**config.mk**
```make
export PLATFORM = sky130hd
export DESIGN_NAME = multicycle_ctrl
export DESIGN_NICKNAME = d
export VERILOG_FILES = /design/src/rtl/multicycle_ctrl.sv
export SDC_FILE = /design/constraint.sdc
export NUM_CORES = 1
export LEC_CHECK = 0
export ABC_AREA = 1
export BUFFER_PORTS_ARGS = -buffer_cell sky130_fd_sc_hd__buf_4
export CAP_MARGIN = 10
export CORE_ASPECT_RATIO = 0.7
export CORE_MARGIN = 8
export CORE_UTILIZATION = 25
export CTS_BUF_LIST = sky130_fd_sc_hd__clkbuf_4 sky130_fd_sc_hd__clkbuf_8
export DETAILED_ROUTE_END_ITERATION = 8
export SLEW_MARGIN = 20
export SYNTH_ARGS = -nofsm -noshare
export SYNTH_HDL_FRONTEND = slang
export SYNTH_SLANG_ARGS = --single-unit
```
**constraint.sdc**
```tcl
create_clock -name clk -period 2.4 [get_ports clk]
set_clock_uncertainty 0.05 [all_clocks]
set_input_delay 0.36 -clock clk [delete_from_list [all_inputs] [get_ports clk]]
set_output_delay 0.36 -clock clk [all_outputs]
set_load 0.03 [all_outputs]
```
**src/rtl/multicycle_ctrl.sv**
```systemverilog
// rtl/multicycle_ctrl.sv - multi-cycle MIPS main controller FSM with memory wait timeout
module multicycle_ctrl #(
    parameter int WAIT_LIMIT = 16,
    parameter int STATE_W    = 4
) (
    input  logic               clk,
    input  logic               rst_n,
    input  logic [5:0]         opcode,
    input  logic               aluZero,
    input  logic               memReady,
    output logic               pcWrite,
    output logic               pcWriteCond,
    output logic               iorD,
    output logic               memRead,
    output logic               memWrite,
    output logic               irWrite,
    output logic               memToReg,
    output logic               regDst,
    output logic               regWrite,
    output logic               aluSrcA,
    output logic [1:0]         aluSrcB,
    output logic [1:0]         aluOp,
    output logic [1:0]         pcSource,
    output logic               illegalOp,
    output logic               busErr,
    output logic [STATE_W-1:0] stateOut
);

    typedef enum logic [3:0] {
        S_RESET  = 4'd0,
        S_FETCH  = 4'd1,
        S_DECODE = 4'd2,
        S_MEMADR = 4'd3,
        S_MEMRD  = 4'd4,
        S_MEMWB  = 4'd5,
        S_MEMWR  = 4'd6,
        S_EXEC   = 4'd7,
        S_ALUWB  = 4'd8,
        S_BRANCH = 4'd9,
        S_JUMP   = 4'd10,
        S_ADDIEX = 4'd11,
        S_ADDIWB = 4'd12,
        S_ERROR  = 4'd15
    } state_t;

    localparam logic [5:0] OP_RTYPE = 6'b000000;
    localparam logic [5:0] OP_LW    = 6'b100011;
    localparam logic [5:0] OP_SW    = 6'b101011;
    localparam logic [5:0] OP_BEQ   = 6'b000100;
    localparam logic [5:0] OP_ADDI  = 6'b001000;
    localparam logic [5:0] OP_J     = 6'b000010;

    // Counter only needs to reach WAIT_LIMIT-1; the limit cycle itself is decided combinationally.
    localparam int CNT_W = (WAIT_LIMIT > 1) ? $clog2(WAIT_LIMIT) : 1;
    localparam logic [CNT_W-1:0] CNT_LAST = CNT_W'((WAIT_LIMIT > 0) ? WAIT_LIMIT - 1 : 0);

    typedef struct packed {
        logic       pcwrite;
        logic       pcwrite_cond;
        logic       iord;
        logic       memread;
        logic       memwrite;
        logic       fetch;
        logic       memtoreg;
        logic       regdst;
        logic       regwrite;
        logic       alusrca;
        logic [1:0] alusrcb;
        logic [1:0] aluop;
        logic [1:0] pcsource;
    } ctl_t;

    state_t           state;
    state_t           state_nxt;
    ctl_t             ctl;
    logic [CNT_W-1:0] wait_cnt;
    logic             mem_wait;
    logic             timeout;
    logic             set_ill;
    logic             illegal_q;
    logic             buserr_q;

    function automatic ctl_t decode_ctl(input state_t s);
        ctl_t c;
        c = '0;
        case (s)
            S_FETCH: begin
                c.memread = 1'b1;
                c.fetch   = 1'b1;
                c.alusrcb = 2'b01;
            end
            S_DECODE: c.alusrcb = 2'b11;
            S_MEMADR: begin
                c.alusrca = 1'b1;
                c.alusrcb = 2'b10;
            end
            S_MEMRD: begin
                c.memread = 1'b1;
                c.iord    = 1'b1;
            end
            S_MEMWB: begin
                c.regwrite = 1'b1;
                c.memtoreg = 1'b1;
            end
            S_MEMWR: begin
                c.memwrite = 1'b1;
                c.iord     = 1'b1;
            end
            S_EXEC: begin
                c.alusrca = 1'b1;
                c.aluop   = 2'b10;
            end
            S_ALUWB: begin
                c.regwrite = 1'b1;
                c.regdst   = 1'b1;
            end
            S_BRANCH: begin
                c.alusrca      = 1'b1;
                c.aluop        = 2'b11;
                c.pcwrite_cond = 1'b1;
                c.pcsource     = 2'b01;
            end
            S_JUMP: begin
                c.pcwrite  = 1'b1;
                c.pcsource = 2'b10;
            end
            S_ADDIEX: begin
                c.alusrca = 1'b1;
                c.alusrcb = 2'b10;
            end
            S_ADDIWB: c.regwrite = 1'b1;
            default: c = '0;
        endcase
        return c;
    endfunction

    assign mem_wait = ((state == S_FETCH) || (state == S_MEMRD) || (state == S_MEMWR)) && !memReady;
    assign timeout  = (WAIT_LIMIT > 0) && mem_wait && (wait_cnt == CNT_LAST);

    always_comb begin
        state_nxt = state;
        set_ill   = 1'b0;
        case (state)
            S_RESET:  state_nxt = S_FETCH;
            S_FETCH:  if (memReady) state_nxt = S_DECODE;
            S_DECODE: begin
                case (opcode)
                    OP_LW, OP_SW: state_nxt = S_MEMADR;
                    OP_RTYPE:     state_nxt = S_EXEC;
                    OP_BEQ:       state_nxt = S_BRANCH;
                    OP_J:         state_nxt = S_JUMP;
                    OP_ADDI:      state_nxt = S_ADDIEX;
                    default: begin
                        state_nxt = S_ERROR;
                        set_ill   = 1'b1;
                    end
                endcase
            end
            S_MEMADR: state_nxt = (opcode == OP_SW) ? S_MEMWR : S_MEMRD;
            S_MEMRD:  if (memReady) state_nxt = S_MEMWB;
            S_MEMWR:  if (memReady) state_nxt = S_FETCH;
            S_EXEC:   state_nxt = S_ALUWB;
            S_ADDIEX: state_nxt = S_ADDIWB;
            S_MEMWB, S_ALUWB, S_BRANCH, S_JUMP, S_ADDIWB: state_nxt = S_FETCH;
            S_ERROR:  state_nxt = S_ERROR;
            default:  state_nxt = S_ERROR;
        endcase
        if (timeout) state_nxt = S_ERROR;
    end

    // Moore controls are registered from the next state so they are valid in the state's first cycle.
    always_ff @(posedge clk or negedge rst_n) begin
        if (!rst_n) begin
            state     <= S_RESET;
            ctl       <= '0;
            wait_cnt  <= '0;
            illegal_q <= 1'b0;
            buserr_q  <= 1'b0;
        end else begin
            state     <= state_nxt;
            ctl       <= decode_ctl(state_nxt);
            wait_cnt  <= (mem_wait && !timeout) ? wait_cnt + CNT_W'(1) : '0;
            illegal_q <= illegal_q | set_ill;
            buserr_q  <= buserr_q | timeout;
        end
    end

    // Instruction fetch commits IR and PC only in the cycle memory returns data.
    assign irWrite     = ctl.fetch & memReady;
    assign pcWrite     = ctl.pcwrite | (ctl.fetch & memReady);
    assign pcWriteCond = ctl.pcwrite_cond;
    assign iorD        = ctl.iord;
    assign memRead     = ctl.memread;
    assign memWrite    = ctl.memwrite;
    assign memToReg    = ctl.memtoreg;
    assign regDst      = ctl.regdst;
    assign regWrite    = ctl.regwrite;
    assign aluSrcA     = ctl.alusrca;
    assign aluSrcB     = ctl.alusrcb;
    assign aluOp       = ctl.aluop;
    assign pcSource    = ctl.pcsource;
    assign illegalOp   = illegal_q;
    assign busErr      = buserr_q;
    assign stateOut    = STATE_W'(state);

    // The branch decision (pcWriteCond & aluZero) is made in the datapath's PC-enable gate.
    logic unused_alu_zero;
    assign unused_alu_zero = aluZero;

endmodule

```
======== After elaboration in Yosys (flattened, before gate mapping) ========
Index checks and enable logic that the tools add are counted.
operators by class
  add/subtract/negate cells ............... 1
  equal/unequal tests ..................... 30
  multiplexer cells ....................... 23
  bitwise gates (word level) .............. 4
  reduce and logical (&&, ||, !) cells .... 17
operators by type and width
  cell                 number
  $eq 4x4->1 const B   11
  $eq 4x3->1 const B   8
  $pmux 4 s8           1
  $mux 4               5
  $pmux 4 s5           1
  $eq 4x2->1 const B   4
  $eq 6x6->1 const B   2
  $mux 1               12
  $reduce_or 6->1      2
  $eq 4x1->1 const B   2
  $pmux 2 s2           2
  $reduce_or 2->1      4
  $eq 6x2->1 const B   1
  $eq 6x3->1 const B   1
  $eq 6x4->1 const B   1
  $logic_not 6->1      1
  $pmux 2 s3           1
  $add 4x1->4 const B  1
  $logic_not 4->1      1
  $reduce_or 4->1      1
  $logic_and 1x1->1    3
  $or 1x1->1           3
  $reduce_or 3->1      1
  $logic_not 1->1      2
  other kinds (3)      4
word-level totals
  flip-flop bits (word level) ............. 26
  input port bits ......................... 10
  output and inout port bits .............. 22
  logic and storage cells ................. 92

======== Depth between registers and ports, before layout ========
  depth in word-level cells ............... 9
  depth in mapped cells ................... 11
  gate-level depth less buffers ........... 11

======== Worst setup path before layout ========
Ideal clock, no wire load.
  path kind ............................... reg-to-reg
  start point ............................. reg state[1], in the netlist stateOut[1]
  end point ............................... reg ctl (netlist bit aluSrcA)
  setup time .............................. 0.128 ns
  arrival time ............................ 1.511 ns
  required time ........................... 2.222 ns
  slack ................................... 0.711 ns
  cell stages (with the launch flop) ...... 10
  buffers on the path ..................... 1
  clock period less this slack ............ 1.689 ns
  cells stage by stage .................... dfrtp_1 > buf_2 > nand2_1 > nor2_4 > nand2_1 > o21a_1 > nand2_4 > nor2_1 > nand2_1 > nand3_1
on the way
  cells in the longest elaborated chain, start to end .. 9
  elaborated cells on any way between the ends .. 29
  those cells by class .................... 16 x eq/ne; 6 x mux; 7 x reduce/logical
ends and longest elaborated chain
  what                                                line  text
  from (decl)                                         73    state_t state;
  from (signal assigned)                              180   state <= state_nxt;
  branches (longest 5 deep; another with $pmux 4 s8)  --
  $mux 4 *                                            168   if (timeout) state_nxt = S_ERROR;
  named net state_nxt[2]                              74    state_t state_nxt;
  $eq 4x4->1, or another cell as far along            86    case (s)
  $reduce_or 4->1 (no source line) *                  --
  $mux 1 *                                            86
  to (signal assigned)                                181   ctl <= decode_ctl(state_nxt);
  to (decl)                                           75    ctl_t ctl;
Mark *: on every way through the listed nets, which the timed path passes.

======== Worst setup path in the final report ========
  start point ............................. reg state[2], in the netlist stateOut[2]
  end point ............................... reg ctl (netlist bit aluSrcA)
Same word-level chain as after synthesis.

==> metrics.txt <==
status=completed; critical path peak fanout=7; final hold violations=0; grt ovf=0; setup slack, reg-to-reg=0.66 ns; vias=1,047; vias in the first global route=just over 1,000; synthesis-to-finish area growth=25.64%; critical path type=flop to flop; Tot GR Track Use=8.020%; power per cell area=440.7 nW/µm²; share of flip-flops with an asynchronous set or reset=100.0%; YS warnings=0; Mapped Cells=between 150 and 200; hold buffer count at cts=1; post_cts resized=0; crit start category=flop; half-perimeter wire length after placement=roughly 2300 µm; Yosys top cell area share=47.15%; fraction of synthesized cell area in xor and xnor cells=between 1 and 1.5%; clk sink count=24; Tot Pwr=0.7052 mW; critical path's slowest cell=dfrtp_1; CP required=roughly 2.5 ns; layout cells sized above 1=~28%; I/O pins=32; hold slack=around 0.37 ns; Final Net Count=200; commonest non-fill, non-tap cell in the layout=nand2_1; wire per inst=11.20 µm; EDFF count, synth=0; cells along the critical path=nor2_2 -> inv_2 -> nor2_4 -> nand3_1 -> o21a_1 -> nand2_4 -> nor2_1 -> nand2_1 -> nand3_1; Seq/Total Area, Yosys=47.15%; CTS tree=built; Row Count=21; H-tree depth=1; Synth Area in Adders=0.9823%; largest family of logic cells by synthesized area=simple AND/OR/NAND/NOR gates; die area=approximately 7700 µm²; Synth Area per Inst=around 8 µm²; Least-Margin Pin Slew=0.3522 ns; Slew Viols, Final=0; initial antenna violation count=0; Ant. Diodes=0; Post-Synth Simple-Gate Area=37.52%; setup violators final=0; ys flop type=dfrtp_1; Setup Buffers After CTS=0; Die Wd=101.3 µm; core footprint=between 4000 and 5000 µm²; port buffer count=30; routed vias/inst=approximately 4; WP buf/inv=1; Worst-Skew Late Latency=0.26 ns; period utilization=72.38%; Worst path top cell family by delay=simple AND/OR/NAND/NOR gates; worst hold path class=primary input to flop; overall routed net length=2878 µm; CP max stage delay=0.46 ns; GP Congestion=0.7871; clk slew on worst S/H paths=0.08 ns; DRT Pass-1 Iters=5; Netlist Area Pre-Place=1274 µm²; number of fillers in the final layout=535; max-cap viol count=0; Iteration-0 DRC Markers=32; RSZ-0062 raised after global routing=false; TritonCTS Buffers=3; setup TNS=0 ns; Post-DRT Antenna Nets=0; Yosys reg bits=24; top cells by area, synth=dfrtp_1 (47%), nand2_1 (10%), nor2_1 (6.8%); Synth area leader=dfrtp_1; Netlist cell types=27; Initial Util=26.35%; Rel. slew slack=76.31%; Chip Height=75.72 µm; maximum clock rate=about 580 MHz; Synth Net Count=between 150 and 200; Synth Area in Compound Gates=under 10%; first-pass GRT wire length=4761 µm; Peak VDD IR=just under 0.0003 V; critical path capture point type=flop; post-synthesis mux area share=0%; root buffer cell=clkbuf_8; Tmin final=about 1.7 ns; largest net degree at the start of global routing=25; Max clock buf depth=2; DR DRC count=0; commonest cells after routing, fill and taps aside=nand2_1 (35), buf_4 (30), dfrtp_1 (24), nor2_1 (23), inv_1 (19); Leakage=0.8912 nW; Arrival @ worst endpoint=1.83 ns; CP dominant cell by count=nand3_1
cells in the mapped netlist (2+ instances only):
cell type,count
nand2_1,35
dfrtp_1,24
nor2_1,23
inv_1,19
nand3_1,16
buf_4,6
inv_2,5
nor2_2,5
nand4_1,4
nand2_4,2
nand3b_1,2
nor2_4,2
nor3_1,2
or2_2,2
registers in the layout, indices dropped and copies added (netlist names), 2 cells and up:
name and flops:
wait_cnt 4, aluSrcB 2, ctl 2, pcSource 2, stateOut 4
layout make-up:
type                            instances  area (µm²)  share of cell area, %
Clock buffer                            4       55.05                  3.440
Tap cell                               69       86.33                  5.395
Timing Repair Buffer                   31       235.2                  14.70
Multi-Input combinational cell        105       533.0                  33.31
Sequential cell                        24       600.6                  37.53
Inverter                               24       90.09                  5.629
tightest hold or removal path, cell delays in order:
cell and delay, ns:
buf_4 0.11, nand3_1 0.10, nand2_1 0.08
layer usage:
metal  track usage, %  routed length (µm)  up-vias
li1                 -                   -      549
met1            9.813                1382      474
met2            12.65                1275       20
met3            3.832                 201        4
met4            1.478                  19        0
met5                0                   0        -
logic make-up after synthesis:
kind of cell,Yosys count
XOR/XNOR,2
flip-flops,24
AND/OR/NAND/NOR,98
adder cells (fa/ha/maj),1
AO/OA/AOI/OAI,4
buffers and inverters,31
stage by stage:
| step | utilization [%] | instance area, µm² | setup slack (ns) | std cells |
|---|---|---|---|---|
| after global routing | 33.10 | 1600 | 0.4852 | 257 |
| after global placement | 31.75 | 1535 | 0.6737 | 252 |
| after floorplan | - | 1274 | 0.7111 | 160 |
| final | 33.10 | 1600 | 0.6629 | 257 |
| after detailed placement | 31.75 | 1535 | 0.6570 | 252 |
| after CTS | 33.10 | 1600 | 0.6438 | 257 |
final timing paths:
check,start,end,cells after the start
setup / recovery,stateOut[2]$_DFF_PN0_,aluSrcA$_DFF_PN0_,9
hold / removal,memReady,aluSrcB[0]$_DFF_PN0_,3
setup reg to reg,stateOut[2]$_DFF_PN0_,aluSrcA$_DFF_PN0_,9
hold reg to reg,wait_cnt[0]$_DFF_PN0_,wait_cnt[0]$_DFF_PN0_,1
max in group asynchronous,rst_n,aluOp[1]$_DFF_PN0_,2
min in group asynchronous,rst_n,regDst$_DFF_PN0_,2
where the power goes:
group / leakage (nW) / switching (mW) / total [mW] / internal, mW
combinational: 0.553 / 0.0194 / 0.0326 / 0.0131
clock: 0.0288 / 0.122 / 0.269 / 0.146
sequential: 0.309 / 0 / 0.404 / 0.404
total: 0.891 / 0.142 / 0.705 / 0.563
Power figures use the tool's default switching activity.
